===== config.mk =====
export PLATFORM = sky130hd
export DESIGN_NAME = dpram_march_bist_flat
export DESIGN_NICKNAME = d
export VERILOG_FILES = /design/src/rtl/dpram_bist_pkg.sv /design/src/rtl/dpram_march_bist_if.sv /design/src/rtl/dpram_bist_errlog.sv /design/src/rtl/dpram_march_bist.sv /design/src/flat_wrapper.sv
export SDC_FILE = /design/constraint.sdc
export NUM_CORES = 1
export LEC_CHECK = 0
export ABC_AREA = 1
export BUFFER_PORTS_ARGS = -buffer_cell sky130_fd_sc_hd__buf_2
export CAP_MARGIN = 30
export CELL_PAD_IN_SITES_DETAIL_PLACEMENT = 0
export CELL_PAD_IN_SITES_GLOBAL_PLACEMENT = 2
export CORE_ASPECT_RATIO = 1.4
export CORE_MARGIN = 1
export CORE_UTILIZATION = 31
export DETAILED_ROUTE_END_ITERATION = 6
export PLACE_DENSITY = 0.89
export SYNTH_ARGS = -nofsm -noshare
export SYNTH_HDL_FRONTEND = slang
export SYNTH_SLANG_ARGS = --single-unit

===== constraint.sdc =====
create_clock -name clk -period 4.95 [get_ports clk]
set_clock_uncertainty 0.15 [all_clocks]
set_input_delay 0.99 -clock clk [delete_from_list [all_inputs] [get_ports clk]]
set_output_delay 0.99 -clock clk [all_outputs]
set_load 0.05 [all_outputs]

===== src/rtl/dpram_bist_pkg.sv =====
// Shared encodings for the dual-port RAM March C- BIST: FSM states, march
// element numbering and per-element direction / read / write data selects.
// Latency: n/a (constants only). Backpressure: n/a.
package dpram_bist_pkg;

  typedef logic [2:0] state_t;
  localparam state_t S_IDLE = 3'd0;
  localparam state_t S_WR   = 3'd1;
  localparam state_t S_RD   = 3'd2;
  localparam state_t S_CMP  = 3'd3;
  localparam state_t S_DONE = 3'd4;

  typedef logic [2:0] elem_t;
  localparam elem_t M0 = 3'd0;
  localparam elem_t M1 = 3'd1;
  localparam elem_t M2 = 3'd2;
  localparam elem_t M3 = 3'd3;
  localparam elem_t M4 = 3'd4;
  localparam elem_t M5 = 3'd5;

  // Bit e describes element e. Direction: 1 = ascending address order.
  localparam logic [7:0] ELEM_UP = 8'b0000_0111;
  // Expected-data select for the read op: 1 = ~BACKGROUND (r1 in M2, M4).
  localparam logic [7:0] RD_SEL  = 8'b0001_0100;
  // Write-data select for the write op: 1 = ~BACKGROUND (w1 in M1, M3).
  localparam logic [7:0] WR_SEL  = 8'b0000_1010;

endpackage


===== src/rtl/dpram_march_bist_if.sv =====
// RAM pin bundle between the BIST (master) and the dual-port RAM (slave).
// Ports: A address/data/strobes, B address/data/strobes, B read data, conflict.
// Latency: wires only. Backpressure: none.
interface dpram_march_bist_if #(
  parameter int ADDR_WIDTH = 4,
  parameter int DATA_WIDTH = 8
);
  logic [ADDR_WIDTH-1:0] addr_a;
  logic [DATA_WIDTH-1:0] data_in_a;
  logic                  write_en_a;
  logic                  read_en_a;
  logic [ADDR_WIDTH-1:0] addr_b;
  logic [DATA_WIDTH-1:0] data_in_b;
  logic                  write_en_b;
  logic                  read_en_b;
  logic [DATA_WIDTH-1:0] data_out_b;
  logic                  conflict_flag;

  modport master (
    output addr_a, data_in_a, write_en_a, read_en_a,
    output addr_b, data_in_b, write_en_b, read_en_b,
    input  data_out_b, conflict_flag
  );

  modport slave (
    input  addr_a, data_in_a, write_en_a, read_en_a,
    input  addr_b, data_in_b, write_en_b, read_en_b,
    output data_out_b, conflict_flag
  );
endinterface


===== src/rtl/dpram_bist_errlog.sv =====
// Read-data compare, saturating error counter and first-failure capture.
// Ports: clr/cmp_en controls, compare address/element/data in; counters out.
// Latency: miscompare is combinational, logged state updates on the CMP edge.
// Backpressure: none.
module dpram_bist_errlog
  import dpram_bist_pkg::*;
#(
  parameter int DATA_WIDTH    = 8,
  parameter int ADDR_WIDTH    = 4,
  parameter int ERR_CNT_WIDTH = 8
) (
  input  logic                     clk,
  input  logic                     reset,
  input  logic                     clr,
  input  logic                     cmp_en,
  input  logic [ADDR_WIDTH-1:0]    addr,
  input  elem_t                    elem,
  input  logic [DATA_WIDTH-1:0]    exp_data,
  input  logic [DATA_WIDTH-1:0]    rd_data,
  output logic                     miscompare,
  output logic [ERR_CNT_WIDTH-1:0] err_count,
  output logic [ADDR_WIDTH-1:0]    fail_addr,
  output elem_t                    fail_elem,
  output logic [DATA_WIDTH-1:0]    fail_data
);

  assign miscompare = cmp_en && (rd_data != exp_data);

  always_ff @(posedge clk) begin
    if (reset || clr) begin
      err_count <= '0;
      fail_addr <= '0;
      fail_elem <= '0;
      fail_data <= '0;
    end else if (miscompare) begin
      if (err_count != '1)
        err_count <= err_count + ERR_CNT_WIDTH'(1);
      // Counter never wraps, so zero means nothing has been logged yet.
      if (err_count == '0) begin
        fail_addr <= addr;
        fail_elem <= elem;
        fail_data <= rd_data;
      end
    end
  end

endmodule


===== src/rtl/dpram_march_bist.sv =====
// March C- BIST driving an async dual-port RAM: A writes, B reads, 15*D cycles.
// Ports: clk/reset/start, ram master bundle, busy/done/pass/conflict status,
// first-fail address/element/data and err_count. All outputs registered.
// Backpressure: none; start is ignored while busy.
module dpram_march_bist
  import dpram_bist_pkg::*;
#(
  parameter int                    DATA_WIDTH    = 8,
  parameter int                    ADDR_WIDTH    = 4,
  parameter int                    MEM_DEPTH     = 1 << ADDR_WIDTH,
  parameter logic [DATA_WIDTH-1:0] BACKGROUND    = DATA_WIDTH'(8'h55),
  parameter bit                    STOP_ON_FAIL  = 1'b0,
  parameter int                    ERR_CNT_WIDTH = 8
) (
  input  logic                     clk,
  input  logic                     reset,
  input  logic                     start,
  dpram_march_bist_if.master       ram,
  output logic                     busy,
  output logic                     done,
  output logic                     pass,
  output logic                     conflict_seen,
  output logic [ADDR_WIDTH-1:0]    fail_addr,
  output logic [2:0]               fail_elem,
  output logic [DATA_WIDTH-1:0]    fail_data,
  output logic [ERR_CNT_WIDTH-1:0] err_count
);

  localparam logic [ADDR_WIDTH-1:0] LAST_ADDR = ADDR_WIDTH'(MEM_DEPTH - 1);

  state_t                state, state_n;
  elem_t                 elem, elem_n, elem_inc;
  logic [ADDR_WIDTH-1:0] addr, addr_n, addr_step, addr_first;
  logic                  at_end, start_acc, miscompare;
  logic [DATA_WIDTH-1:0] exp_data;

  logic [ADDR_WIDTH-1:0] addr_a_q, addr_b_q;
  logic [DATA_WIDTH-1:0] data_a_q;
  logic                  we_a_q, re_b_q;

  assign start_acc  = start && (state == S_IDLE || state == S_DONE);
  assign at_end     = ELEM_UP[elem] ? (addr == LAST_ADDR) : (addr == '0);
  assign addr_step  = ELEM_UP[elem] ? addr + ADDR_WIDTH'(1) : addr - ADDR_WIDTH'(1);
  assign elem_inc   = elem + 3'd1;
  assign addr_first = ELEM_UP[elem_inc] ? '0 : LAST_ADDR;
  assign exp_data   = RD_SEL[elem] ? ~BACKGROUND : BACKGROUND;

  always_comb begin
    state_n = state;
    elem_n  = elem;
    addr_n  = addr;
    case (state)
      S_IDLE, S_DONE: begin
        if (start) begin
          state_n = S_WR;
          elem_n  = M0;
          addr_n  = '0;
        end
      end
      S_WR: begin
        // Every element after M0 opens with a read, so an element change
        // always lands in RD at that element's first address.
        if (at_end) begin
          state_n = S_RD;
          elem_n  = elem_inc;
          addr_n  = addr_first;
        end else begin
          state_n = (elem == M0) ? S_WR : S_RD;
          addr_n  = addr_step;
        end
      end
      S_RD: state_n = S_CMP;
      S_CMP: begin
        if (STOP_ON_FAIL && miscompare)
          state_n = S_DONE;
        else if (elem != M5)
          state_n = S_WR;
        else if (at_end)
          state_n = S_DONE;
        else begin
          state_n = S_RD;
          addr_n  = addr_step;
        end
      end
      default: state_n = S_IDLE;
    endcase
  end

  // Pin registers are loaded from next-state values so the RAM sees the
  // strobes in the same cycle the FSM sits in WR/RD/CMP.
  always_ff @(posedge clk) begin
    if (reset) begin
      state         <= S_IDLE;
      elem          <= M0;
      addr          <= '0;
      we_a_q        <= 1'b0;
      addr_a_q      <= '0;
      data_a_q      <= '0;
      re_b_q        <= 1'b0;
      addr_b_q      <= '0;
      busy          <= 1'b0;
      done          <= 1'b0;
      pass          <= 1'b0;
      conflict_seen <= 1'b0;
    end else begin
      state    <= state_n;
      elem     <= elem_n;
      addr     <= addr_n;
      we_a_q   <= (state_n == S_WR);
      addr_a_q <= (state_n == S_WR) ? addr_n : '0;
      data_a_q <= (state_n != S_WR) ? '0 :
                  (WR_SEL[elem_n] ? ~BACKGROUND : BACKGROUND);
      re_b_q   <= (state_n == S_RD || state_n == S_CMP);
      addr_b_q <= (state_n == S_RD || state_n == S_CMP) ? addr_n : '0;
      busy     <= (state_n == S_WR || state_n == S_RD || state_n == S_CMP);
      done     <= (state_n == S_DONE);
      if (start_acc)
        conflict_seen <= 1'b0;
      else if (ram.conflict_flag && busy)
        conflict_seen <= 1'b1;
      // Pass resolves on the finishing edge, folding in this edge's compare
      // and conflict sample since their registers update on the same edge.
      if (start_acc)
        pass <= 1'b0;
      else if (state == S_CMP && state_n == S_DONE)
        pass <= !miscompare && (err_count == '0) && !conflict_seen &&
                !(ram.conflict_flag && busy);
    end
  end

  dpram_bist_errlog #(
    .DATA_WIDTH   (DATA_WIDTH),
    .ADDR_WIDTH   (ADDR_WIDTH),
    .ERR_CNT_WIDTH(ERR_CNT_WIDTH)
  ) u_errlog (
    .clk       (clk),
    .reset     (reset),
    .clr       (start_acc),
    .cmp_en    (state == S_CMP),
    .addr      (addr),
    .elem      (elem),
    .exp_data  (exp_data),
    .rd_data   (ram.data_out_b),
    .miscompare(miscompare),
    .err_count (err_count),
    .fail_addr (fail_addr),
    .fail_elem (fail_elem),
    .fail_data (fail_data)
  );

  assign ram.addr_a     = addr_a_q;
  assign ram.data_in_a  = data_a_q;
  assign ram.write_en_a = we_a_q;
  assign ram.read_en_a  = 1'b0;
  assign ram.addr_b     = addr_b_q;
  assign ram.data_in_b  = '0;
  assign ram.write_en_b = 1'b0;
  assign ram.read_en_b  = re_b_q;

endmodule


===== src/flat_wrapper.sv =====
// flat-port wrapper written by rule: the top's interface ports become plain ports
module dpram_march_bist_flat import dpram_bist_pkg::*;
#(
  parameter int                    DATA_WIDTH    = 8,
  parameter int                    ADDR_WIDTH    = 4,
  parameter int                    MEM_DEPTH     = 1 << ADDR_WIDTH,
  parameter logic [DATA_WIDTH-1:0] BACKGROUND    = DATA_WIDTH'(8'h55),
  parameter bit                    STOP_ON_FAIL  = 1'b0,
  parameter int                    ERR_CNT_WIDTH = 8
)
  (clk, reset, start, busy, done, pass, conflict_seen, fail_addr, fail_elem, fail_data, err_count, ram_addr_a, ram_data_in_a, ram_write_en_a, ram_read_en_a, ram_addr_b, ram_data_in_b, ram_write_en_b, ram_read_en_b, ram_data_out_b, ram_conflict_flag);
  dpram_march_bist_if #(.ADDR_WIDTH(ADDR_WIDTH), .DATA_WIDTH(DATA_WIDTH)) ram_i ();
  input  logic clk;
  input  logic reset;
  input  logic start;
  output logic busy;
  output logic done;
  output logic pass;
  output logic conflict_seen;
  output logic [ADDR_WIDTH-1:0] fail_addr;
  output logic [2:0] fail_elem;
  output logic [DATA_WIDTH-1:0] fail_data;
  output logic [ERR_CNT_WIDTH-1:0] err_count;
  output wire logic [$bits(ram_i.addr_a)-1:0] ram_addr_a;
  output wire logic [$bits(ram_i.data_in_a)-1:0] ram_data_in_a;
  output wire logic [$bits(ram_i.write_en_a)-1:0] ram_write_en_a;
  output wire logic [$bits(ram_i.read_en_a)-1:0] ram_read_en_a;
  output wire logic [$bits(ram_i.addr_b)-1:0] ram_addr_b;
  output wire logic [$bits(ram_i.data_in_b)-1:0] ram_data_in_b;
  output wire logic [$bits(ram_i.write_en_b)-1:0] ram_write_en_b;
  output wire logic [$bits(ram_i.read_en_b)-1:0] ram_read_en_b;
  input wire logic [$bits(ram_i.data_out_b)-1:0] ram_data_out_b;
  input wire logic [$bits(ram_i.conflict_flag)-1:0] ram_conflict_flag;
  assign ram_addr_a = ram_i.addr_a;
  assign ram_data_in_a = ram_i.data_in_a;
  assign ram_write_en_a = ram_i.write_en_a;
  assign ram_read_en_a = ram_i.read_en_a;
  assign ram_addr_b = ram_i.addr_b;
  assign ram_data_in_b = ram_i.data_in_b;
  assign ram_write_en_b = ram_i.write_en_b;
  assign ram_read_en_b = ram_i.read_en_b;
  assign ram_i.data_out_b = ram_data_out_b;
  assign ram_i.conflict_flag = ram_conflict_flag;
  dpram_march_bist #(.DATA_WIDTH(DATA_WIDTH), .ADDR_WIDTH(ADDR_WIDTH), .MEM_DEPTH(MEM_DEPTH), .BACKGROUND(BACKGROUND), .STOP_ON_FAIL(STOP_ON_FAIL), .ERR_CNT_WIDTH(ERR_CNT_WIDTH)) u_core (.clk(clk), .reset(reset), .start(start), .ram(ram_i), .busy(busy), .done(done), .pass(pass), .conflict_seen(conflict_seen), .fail_addr(fail_addr), .fail_elem(fail_elem), .fail_data(fail_data), .err_count(err_count));
endmodule

==> run_results.csv <==
group,metric,value,unit
run_status,outcome,"finished clean",
sta,timing.final.hold_violations,0,
worst_setup_path,worst_setup_path_end_kind,"register",
clock_tree,root_buffer,"clkbuf_16",
clock_tree,cts_setup_buffers,0,
finish,multi_input_area,1300,um^2
synthesis,ys_types,34,
placed_design,hpwlAfterDp,4.70,mm
placed_design,portBuffers,56,
sta,fin_crit_sh,50.7,%
sta,grt_setup_unrepaired,"false",
worst_setup_path,cp-startpoint,"ram_data_out_b[1]",
sta,layout_min_cycle_time,2.51,ns
worst_setup_path,crit_arrival,2.50,ns
synthesis,synth_area_leaders,"dfxtp_1 39%, nand2_1 12%, nand3_1 8.9%",
floorplanning,die_area,8860,um^2
clock_tree,clockBufferDepth,2,
sta,setup_slack,2.44,ns
clock_tree,cts_resized,0,
worst_setup_path,r2r_cells,7,
drt,drc,0,
drt,wl_per_cell,11.7,um
worst_setup_path,timing.rr.end,"u_core.u_errlog.fail_data[4]",
finish,final-seq-area,1020,um^2
worst_setup_path,path_class,"in -> reg",
sta,max-slew-margin-rel,34.5,%
global_routing,grt_max_degree,24,
global_routing,gr-total-overflow,0,
sta,max_freq,398,MHz
drt,vias,2381,
run,maxCapViolations,0,
global_routing,antenna_found_initial,0,
floorplanning,fp.coreArea,8200,um^2
finish,fillers,895,
clock_tree,clock_latency,0.29,ns
clock_tree,htree_num_levels,2,
floorplanning,die_x,79.8,um
synthesis,ys_seq_area_share,38.8,%
synthesis,synthTopCellsByCount,"86 x nand2_1, 51 x dfxtp_1, 47 x nand3_1",
clock_tree,path_clk_slew,0.06,ns
synthesis,avgSynthCellArea,7.13,um^2
finish,drive_gt1_share,18.2,%
sta,setup_viol,0,
pwr,ir_drop,0.132,mV
global_routing,grt_use_total,14.3,%
finish,area_growth_syn_to_layout,16.0,%
worst_setup_path,worstReg2RegStart,"u_core.u_errlog.err_count[0]",
finish,fin_nets,438,
drt,ant_nets,0,
drt,vias_per_cell,4.58,
drt,firstDrtPassIters,4,
synthesis,synth_most_common_cell,"nand2_1",
synthesis,synth_top_cell_area_share,38.8,%
synthesis,ys_ff_latch,51,
floorplanning,io_pins,67,
drt,routed_wl,6.10,mm
placed_design,routabilityCongestion,0.837,
clock_tree,hold_buffers,0,
synthesis,async_flop_share,0,%
synthesis,netlist_area,2630,um^2
global_routing,grt_pass1_wl,10.1,mm
floorplanning,initial_core_util,32.1,%
worst_setup_path,startpoint_type,"input pin",
finish,fin_util,37.2,%
worst_hold_path,holdPathEnd,"u_core.u_errlog.fail_data[7]",
worst_hold_path,hold_path_depth,2,
global_routing,grt_pass1_vias,2177,
sta,fin_setup_tns,0,ns
worst_hold_path,min_path_type,"reg -> reg",
synthesis,synth-edff-count,0,
synthesis,ys.warnings.count,0,
worst_setup_path,worstPathMaxFanout,16,
placed_design,place_ws,2.13,ns
synthesis,synth_cells,369,
floorplanning,die_height,111,um
pwr,pwr_density_cell,291,nW/um^2
worst_hold_path,min_from,"u_core.u_errlog.fail_data[7]",
worst_setup_path,rrSetupSlack,2.67,ns
drt,drt_iter0_drc,82,
sta,drv_slew,0,
clock_tree,clock-sinks,51,
synthesis,ys.flop_type,"dfxtp_1",
clock_tree,cts_tree,"built",
worst_setup_path,cp_data_required_time,4.94,ns
finish,diodes,0,
synthesis,yosysTopAreaCell,"dfxtp_1",
pwr,p_leak,1.47,nW
clock_tree,numCtsBuffers,5,
sta,tightest_slew,0.976,ns
floorplanning,row_count,39,
[layout by cell type (no fill, tap or decap), types with 2 or more instances in the layout]
cell type	synthesis	layout
xor2_1	4	4
conb_1	1	10
xnor2_1	3	3
a21oi_1	29	29
nor3_1	2	2
nand3_1	47	47
nand4_1	4	4
nand3b_1	2	2
inv_1	40	40
buf_2	1	56
clkbuf_8	0	2
o21ai_0	3	3
nand2_1	86	86
clkbuf_16	0	5
nor2_1	45	45
dfxtp_1	51	51
nand3_2	2	2
ha_1	8	8
nand2_2	3	3
[how the worst max path moves through the flow]
stage | end | slack (ns) | cells past startpoint
finish | u_core.u_errlog.fail_data[4] | 2.44 | 10
global route | u_core.u_errlog.fail_data[4] | 2.23 | 10
CTS | u_core.u_errlog.fail_addr[2] | 2.44 | 10
detailed placement | u_core.u_errlog.fail_addr[2] | 2.13 | 10
global placement | u_core.u_errlog.fail_addr[0] | 2.20 | 10
floorplan | u_core.u_errlog.fail_addr[0] | 2.80 | 8
[flip-flops by register name (all words and copies together) (netlist names), 2 cells and up, named ones only]
| name | flops |
|---|---|
| u_core.ram.addr_b | 4 |
| u_core.u_errlog.err_count | 8 |
| u_core.u_errlog.fail_data | 8 |
| u_core.ram.data_in_a | 2 |
| u_core.u_errlog.fail_elem | 3 |
| u_core.ram.addr_a | 4 |
| u_core.elem | 3 |
| u_core.u_errlog.fail_addr | 4 |
| u_core.state | 3 |
| u_core.addr | 4 |
[critical path, cell delays in order]
cell and delay (ns):
buf_2 0.11, nand2_1 0.07, nor2_1 0.04, nand3_1 0.08
nand2_1 0.06, nor2b_1 0.46, buf_4 0.33, nand2_4 0.16
nand2_1 0.13, a21oi_1 0.06
[cell families after synthesis]
group	count (synthesis)	share of synthesized area [%]
XOR/XNOR	7	2.33
AND/OR/NAND/NOR	198	33.5
other	1	0.143
adder cells (fa/ha/maj)	9	4.57
flip-flops	51	38.8
buffers and inverters	67	13.2
AO/OA/AOI/OAI	36	7.47
[power by group]
group | leakage [nW] | internal (mW) | switching (mW)
sequential | 0.413 | 0.418 | 0.00680
clock | 0.0761 | 0.215 | 0.145
combinational | 0.979 | 0.0219 | 0.0798
[final cells by class]
cell class | count | area share, %
Tap cell | 102 | 4.18
Clock inverter | 1 | 0.246
Clock buffer | 7 | 5.00
Sequential cell | 51 | 33.5
Timing Repair Buffer | 57 | 9.43
Multi-Input combinational cell | 260 | 42.5
Inverter | 42 | 5.17
[through the flow]
step,instance area [um^2],power [mW],cells,hold WS (ns)
floorplan,2660,0.521,378,0.328
global placement,2890,0.537,512,0.297
detailed placement,2890,0.537,512,0.307
CTS,3050,0.906,520,0.316
global route,3050,0.930,520,0.338
finish,3050,0.887,520,0.314
[per-layer routing]
layer | share of wire, % | wire [um] | track usage (%)
met1 | 45 | 2760 | 18.2
met4 | 1.3 | 80 | 4.64
met2 | 49 | 2960 | 23.8
met3 | 4.8 | 291 | 2.80
met5 | 0 | 0 | 0
Note: power is estimated with default switching activity, not from simulation.
